### config.mk
export PLATFORM = sky130hd
export DESIGN_NAME = acc_controller_mc
export DESIGN_NICKNAME = d
export VERILOG_FILES = /design/src/rtl/acc_controller_mc.sv
export SDC_FILE = /design/constraint.sdc
export NUM_CORES = 1
export LEC_CHECK = 0
export ABC_AREA = 1
export CAP_MARGIN = 30
export CORE_UTILIZATION = 37
export CTS_BUF_LIST = sky130_fd_sc_hd__clkbuf_8 sky130_fd_sc_hd__clkbuf_16
export CTS_CLUSTER_DIAMETER = 80
export DETAILED_ROUTE_END_ITERATION = 12
export GPL_TIMING_DRIVEN = 1
export PLACE_DENSITY = 0.81
export SLEW_MARGIN = 20
export SYNTH_ARGS = -nofsm -noshare
export SYNTH_HDL_FRONTEND = slang
export SYNTH_SLANG_ARGS = --single-unit
### constraint.sdc
create_clock -name clk -period 1.1 [get_ports clk]
set_input_delay 0.22 -clock clk [delete_from_list [all_inputs] [get_ports clk]]
set_output_delay 0.22 -clock clk [all_outputs]
set_load 0.005 [all_outputs]
### src/rtl/acc_controller_mc.sv
// Multicycle controller for the accumulator CPU: multi-word fetch, decode,
// memory read/write with wait states, execute, conditional jump and halt.
module acc_controller_mc #(
  parameter int OPCODE_W = 4,
  parameter int IR_PARTS = 2,
  parameter int ALU_W    = 3
) (
  input  logic                clk,
  input  logic                rst,
  input  logic [OPCODE_W-1:0] upcode,
  input  logic                acZero,
  input  logic                memReady,
  output logic                pcWrite,
  output logic                pcSrc,
  output logic                memAddressSel,
  output logic                ACdataSel,
  output logic                memRead,
  output logic                memWrite,
  output logic                ACwrite,
  output logic                ACread,
  output logic [ALU_W-1:0]    ALUcommand,
  output logic [IR_PARTS-1:0] IRwrite,
  output logic                halted
);

  localparam int KW = (IR_PARTS > 1) ? $clog2(IR_PARTS) : 1;
  localparam logic [KW-1:0] KLAST = KW'(IR_PARTS - 1);

  localparam logic [OPCODE_W-1:0] OP_ADD = OPCODE_W'(0);
  localparam logic [OPCODE_W-1:0] OP_SUB = OPCODE_W'(1);
  localparam logic [OPCODE_W-1:0] OP_AND = OPCODE_W'(2);
  localparam logic [OPCODE_W-1:0] OP_NOT = OPCODE_W'(3);
  localparam logic [OPCODE_W-1:0] OP_LDA = OPCODE_W'(4);
  localparam logic [OPCODE_W-1:0] OP_STA = OPCODE_W'(5);
  localparam logic [OPCODE_W-1:0] OP_JMP = OPCODE_W'(6);
  localparam logic [OPCODE_W-1:0] OP_JZ  = OPCODE_W'(7);
  localparam logic [OPCODE_W-1:0] OP_HLT = OPCODE_W'(8);

  localparam logic [ALU_W-1:0] ALU_ADD  = ALU_W'(0);
  localparam logic [ALU_W-1:0] ALU_SUB  = ALU_W'(1);
  localparam logic [ALU_W-1:0] ALU_AND  = ALU_W'(2);
  localparam logic [ALU_W-1:0] ALU_NOT  = ALU_W'(3);
  localparam logic [ALU_W-1:0] ALU_PASS = ALU_W'(4);

  typedef enum logic [2:0] {
    S_FETCH,
    S_DECODE,
    S_MEM_RD,
    S_EXEC,
    S_MEM_WR,
    S_HALT
  } state_t;

  state_t              state, state_n;
  logic [KW-1:0]       k, k_n;
  logic [OPCODE_W-1:0] op_q;

  function automatic logic [ALU_W-1:0] alu_cmd(input logic [OPCODE_W-1:0] op);
    case (op)
      OP_SUB:  return ALU_SUB;
      OP_AND:  return ALU_AND;
      OP_NOT:  return ALU_NOT;
      OP_LDA:  return ALU_PASS;
      default: return ALU_ADD;
    endcase
  endfunction

  always_ff @(posedge clk or posedge rst) begin
    if (rst) begin
      state <= S_FETCH;
      k     <= '0;
    end else begin
      state <= state_n;
      k     <= k_n;
    end
  end

  // Opcode captured at decode so EXEC does not depend on the IR staying put.
  always_ff @(posedge clk) begin
    if (state == S_DECODE) op_q <= upcode;
  end

  always_comb begin
    state_n       = state;
    k_n           = k;
    pcWrite       = 1'b0;
    pcSrc         = 1'b0;
    memAddressSel = 1'b0;
    ACdataSel     = 1'b0;
    memRead       = 1'b0;
    memWrite      = 1'b0;
    ACwrite       = 1'b0;
    ACread        = 1'b0;
    ALUcommand    = '0;
    IRwrite       = '0;
    halted        = 1'b0;
    // Outputs are forced low while reset is held, whatever state is latched.
    if (!rst) begin
      case (state)
        S_FETCH: begin
          memRead = 1'b1;
          if (memReady) begin
            IRwrite = IR_PARTS'(1) << k;
            pcWrite = 1'b1;
            if (k == KLAST) begin
              k_n     = '0;
              state_n = S_DECODE;
            end else begin
              k_n = k + KW'(1);
            end
          end
        end
        S_DECODE: begin
          case (upcode)
            OP_ADD, OP_SUB, OP_AND, OP_LDA: state_n = S_MEM_RD;
            OP_NOT: state_n = S_EXEC;
            OP_STA: state_n = S_MEM_WR;
            OP_HLT: state_n = S_HALT;
            OP_JMP: begin
              pcWrite = 1'b1;
              pcSrc   = 1'b1;
              state_n = S_FETCH;
            end
            OP_JZ: begin
              pcWrite = acZero;
              pcSrc   = acZero;
              state_n = S_FETCH;
            end
            default: state_n = S_FETCH;
          endcase
        end
        S_MEM_RD: begin
          memRead       = 1'b1;
          memAddressSel = 1'b1;
          if (memReady) state_n = S_EXEC;
        end
        S_EXEC: begin
          ALUcommand = alu_cmd(op_q);
          ACwrite    = 1'b1;
          if (op_q == OP_LDA) begin
            ACdataSel = 1'b1;
          end else begin
            ACread = 1'b1;
          end
          state_n = S_FETCH;
        end
        S_MEM_WR: begin
          memWrite      = 1'b1;
          memAddressSel = 1'b1;
          ACread        = 1'b1;
          if (memReady) state_n = S_FETCH;
        end
        S_HALT: begin
          halted = 1'b1;
        end
        default: state_n = S_FETCH;
      endcase
    end
  end

endmodule
==> results.py, run 1 <==
metrics = {
    "synth": {
        "yosysWarnings": 0,
        "yosys.area.top_type": "edfxtp_1",
        "ys_seq_area_frac": 0.385,
        "synth_top_area_frac": 0.210,
        "syn_inst": 91,
        "synthDistinctLibCells": 15,
        "synth_area_um2": 572,
        "synth-edff-count": 4,
        "synthArstFlopShare": 0.500,
        "syn_nets": 99,
        "synth_ff_type": "edfxtp_1",
        "postSynthAreaPerCell_um2": 6.28,
        "yosys-top-cells-area": "edfxtp_1, dfrtp_1, nand2_1",
        "yosys_register_bits": 8,
    },
    "run_status": {
        "firstError": "[ERROR DPL-0038] Utilization greater than 100%, impossible to legalize",
        "status": "did not finish",
        "failing_step": "5_1_grt",
    },
    "floorplanning": {
        "num_rows": 13,
        "die_h_um": 41.3,
        "die_x_um": 41.3,
        "io_pins": 22,
        "floorplan.initialDensity": 0.418,
    },
    "place": {
        "dp_hpwl_um": 1390,
        "place.gp.congestion": 0.792,
        "numPortBuffers": 21,
        "place_ws_ns": -0.903,
        "place_area_um2": 975,
    },
    "clock_network": {
        "root_buffer": "clkbuf_8",
        "hold_buffers": 0,
        "cts_max_path_buffers": 2,
        "htree_levels": 1,
        "cts.sink_count": 8,
        "numCtsBuffers": 3,
    },
    "sta": {
        "crit_endpoint": "pcWrite",
        "worst_endpoint_kind": "output port",
    },
    "global_route": {
        "grt_max_degree": 8,
    },
}
## timing repair
action,in CTS
pin swaps,17
setup buffers,25
gates resized for setup,89
endpoints found under the setup margin,22
## synthesized netlist by cell type (2+ instances only)
cell type	number
nand3_1	10
edfxtp_1	4
inv_1	17
nor2_1	17
dfrtp_1	4
nand4_1	2
a21oi_1	3
nand2_1	26
o21ai_0	2
## cells by family after synthesis
family,after synthesis,share of synthesized area
compound gates,5,0.0438
xor+xnor,1,0.0153
buf+inv,18,0.120
flops,8,0.385
simple gates,59,0.435
## stage by stage
step,std cells,TNS [ns],hold slack [ns]
after floorplan,91,-0.278,0.146
after detailed placement,147,-11.82,0.576
after global placement,147,-11.09,0.555
after CTS,170,-6.83,0.126
==> run 2: changes to the inputs <==
- CORE_AREA: not set -> 2 2 63 65
- CORE_UTILIZATION: 37 -> not set
- CTS_BUF_LIST: sky130_fd_sc_hd__clkbuf_8 sky130_fd_sc_hd__clkbuf_16 -> not set
- CTS_CLUSTER_DIAMETER: 80 -> not set
- DIE_AREA: not set -> 0 0 65 67
- PLACE_DENSITY: 0.81 -> not set
- PLACE_DENSITY_LB_ADDON: not set -> 0.15
- clock period: 1.1 -> 1.4 ns (I/O delays scaled with it)
==> results.py, run 2 <==
metrics = {
    "sta": {
        "finalSetupViolations": 14,
        "setup_ws_ns": -0.232,
        "fin_crit_ns": 1.63,
        "drv_slew": 0,
        "period_share": 1.17,
        "skew_ns": 0.000668,
        "max_freq_mhz": 613,
        "tightest_slew_ns": 0.230,
        "whs_ns": 0.172,
        "hold_viol": 0,
        "slew_headroom": 0.846,
        "rsz0062_at_grt": "true",
    },
    "clock_network": {
        "root_buffer": "clkbuf_8",
        "clock_latency_ns": 0.23,
        "htree_levels": 1,
        "hold_buffers": 0,
        "clk_pin_slew_ns": 0.04,
        "cts.sink_count": 8,
        "numCtsBuffers": 3,
        "cts_tree": "built",
        "cts_max_path_buffers": 2,
    },
    "global_route": {
        "overflow": 0,
        "gr-usage-all-layers": 0.0872,
        "grt_max_degree": 8,
        "grt_pass1_vias": 673,
        "grt_pass1_wl_um": 2810,
        "antenna_found_initial": 0,
    },
    "synth": {
        "synth_area_um2": 572,
        "yosysWarnings": 0,
        "synthDistinctLibCells": 15,
        "postSynthAreaPerCell_um2": 6.28,
        "synthArstFlopShare": 0.500,
        "synthTopCellsByCount": "nand2_1, inv_1, nor2_1, nand3_1",
        "ys_seq_area_frac": 0.385,
        "synth_ff_type": "edfxtp_1",
        "yosys_register_bits": 8,
        "syn_inst": 91,
        "yosys-top-cells-area": "edfxtp_1, dfrtp_1, nand2_1",
        "syn_nets": 99,
        "yosysMostFrequentCell": "nand2_1",
        "yosys.area.top_type": "edfxtp_1",
        "synth-edff-count": 4,
        "synth_top_area_frac": 0.210,
    },
    "detailed_routing": {
        "via_count": 746,
        "drt_first_pass_iters": 6,
        "ant_nets": 0,
        "drt_wl_total_um": 1740,
        "drc": 0,
        "routed_via_density": 3.83,
        "routedWlPerCell_um": 8.93,
        "drt_iter0_drc": 36,
    },
    "floorplanning": {
        "floorplan.initialDensity": 0.159,
        "die_area_um2": 4360,
        "die_x_um": 65,
        "io_pins": 22,
        "core-area_um2": 3610,
        "die_h_um": 67,
        "num_rows": 22,
    },
    "place": {
        "place.gp.congestion": 0.736,
        "dp_hpwl_um": 1340,
        "dpl.cell_count": 180,
        "numPortBuffers": 21,
    },
    "critical_path": {
        "worst_setup_path_end_kind": "output port",
        "cp.required_ns": 1.12,
        "path_class": "reg -> out",
        "worstPathMaxFanout": 6,
        "critical_path_arrival_ns": 1.35,
        "regToRegSetupSlack_ns": 0.02,
        "startpoint_type": "flip-flop",
    },
    "cells_and_area": {
        "mostFrequentLayoutCell": "buf_4",
        "drive_gt1_frac": 0.544,
        "antenna_cells": 0,
        "regMostFlops": "op_q",
        "syn_to_final_growth_pct": 107,
        "largestRegisters": "op_q: 4 flops, state: 3 flops, k: 1 flops",
        "largest_register_ffs": 4,
        "layout_common_cells": "buf_4, nand2_1, buf_2",
        "fin_nets": 156,
        "fin_cells": 195,
    },
    "run": {
        "cap_violations": 0,
    },
    "power": {
        "power_density_nw_per_um2": 1670,
        "p_leak_nw": 0.618,
        "peakVddDrop_v": 0.000357,
    },
    "run_status": {
        "status": "finished with violations",
        "violations": "negative setup slack",
    },
    "worst_hold_path": {
        "hold_path_class": "in -> async",
    },
}
## run 2: cell counts after synthesis
Identical to the previous run, type by type.
## run 2: layout make-up
cell class	instances	area, um^2
Multi-Input combinational cell	65	378
Timing Repair Buffer	53	407
Clock buffer	4	45.0
Fill cell	394	2420
Inverter	17	68.8
Sequential cell	8	223
Tap cell	48	60.1
## run 2: final timing paths
check / from / cells after the start / endpoint
max: state[0]$_DFFE_PP0P_ / 7 / pcWrite
min: rst / 3 / k$_DFFE_PP0P_
max reg2reg: state[0]$_DFFE_PP0P_ / 10 / state[0]$_DFFE_PP0P_
min reg2reg: k$_DFFE_PP0P_ / 2 / k$_DFFE_PP0P_
max in group asynchronous: rst / 3 / state[0]$_DFFE_PP0P_
min in group clk: upcode[2] / 2 / op_q[2]$_DFFE_PP_
## run 2: logic make-up (layout without fill, tap and decap cells)
family / count (synthesis) / after routing / share of synthesized area
AOI/OAI and AO/OA: 5 / 5 / 0.0438
xor gates and xnor gates: 1 / 1 / 0.0153
buffers and inverters: 18 / 74 / 0.120
DFF: 8 / 8 / 0.385
and+or+nand+nor: 59 / 59 / 0.435
## run 2: repair_timing
action,in CTS,in global routing
hold endpoints to repair,0,0
buffers inserted,11,3
gates resized for setup,81,20
endpoints found under the setup margin,14,18
pin swaps,16,15
## run 2: routing by layer
layer	vias up	routed length (um)	track usage
met2	17	865	0.147
met1	332	759	0.0966
met4	0	59	0.0718
met5	-	0	0
li1	392	-	-
met3	5	57	0.0135
## run 2: through the flow
stage | TNS, ns | power, W | utilization | instance area [um^2] | worst slack, ns
CTS | -2.56 | 0.00180 | 0.312 | 1130 | -0.227
floorplan | 0 | 0.000776 | - | 572 | 0.0770
detailed placement | -7.66 | 0.00124 | 0.276 | 995 | -0.625
finish | -2.18 | 0.00197 | 0.328 | 1180 | -0.232
global placement | -7.68 | 0.00124 | 0.276 | 995 | -0.636
global route | -3.65 | 0.00212 | 0.328 | 1180 | -0.326
## run 2: critical path, stage by stage (launching register included)
cell,delay (ns)
dfrtp_2,0.46
nor2_4,0.15
buf_6,0.11
nand2_4,0.05
inv_4,0.07
nand2_4,0.05
a21oi_2,0.12
buf_2,0.12
## run 2: report_power, final
part           switching [W]  total [W]  internal (W)
registers          0.0000864   0.000444      0.000357
logic               0.000564    0.00123      0.000670
clock network      0.0000921   0.000289      0.000197
total               0.000742    0.00197       0.00122
No activity file was read; power rests on OpenSTA's default activity.
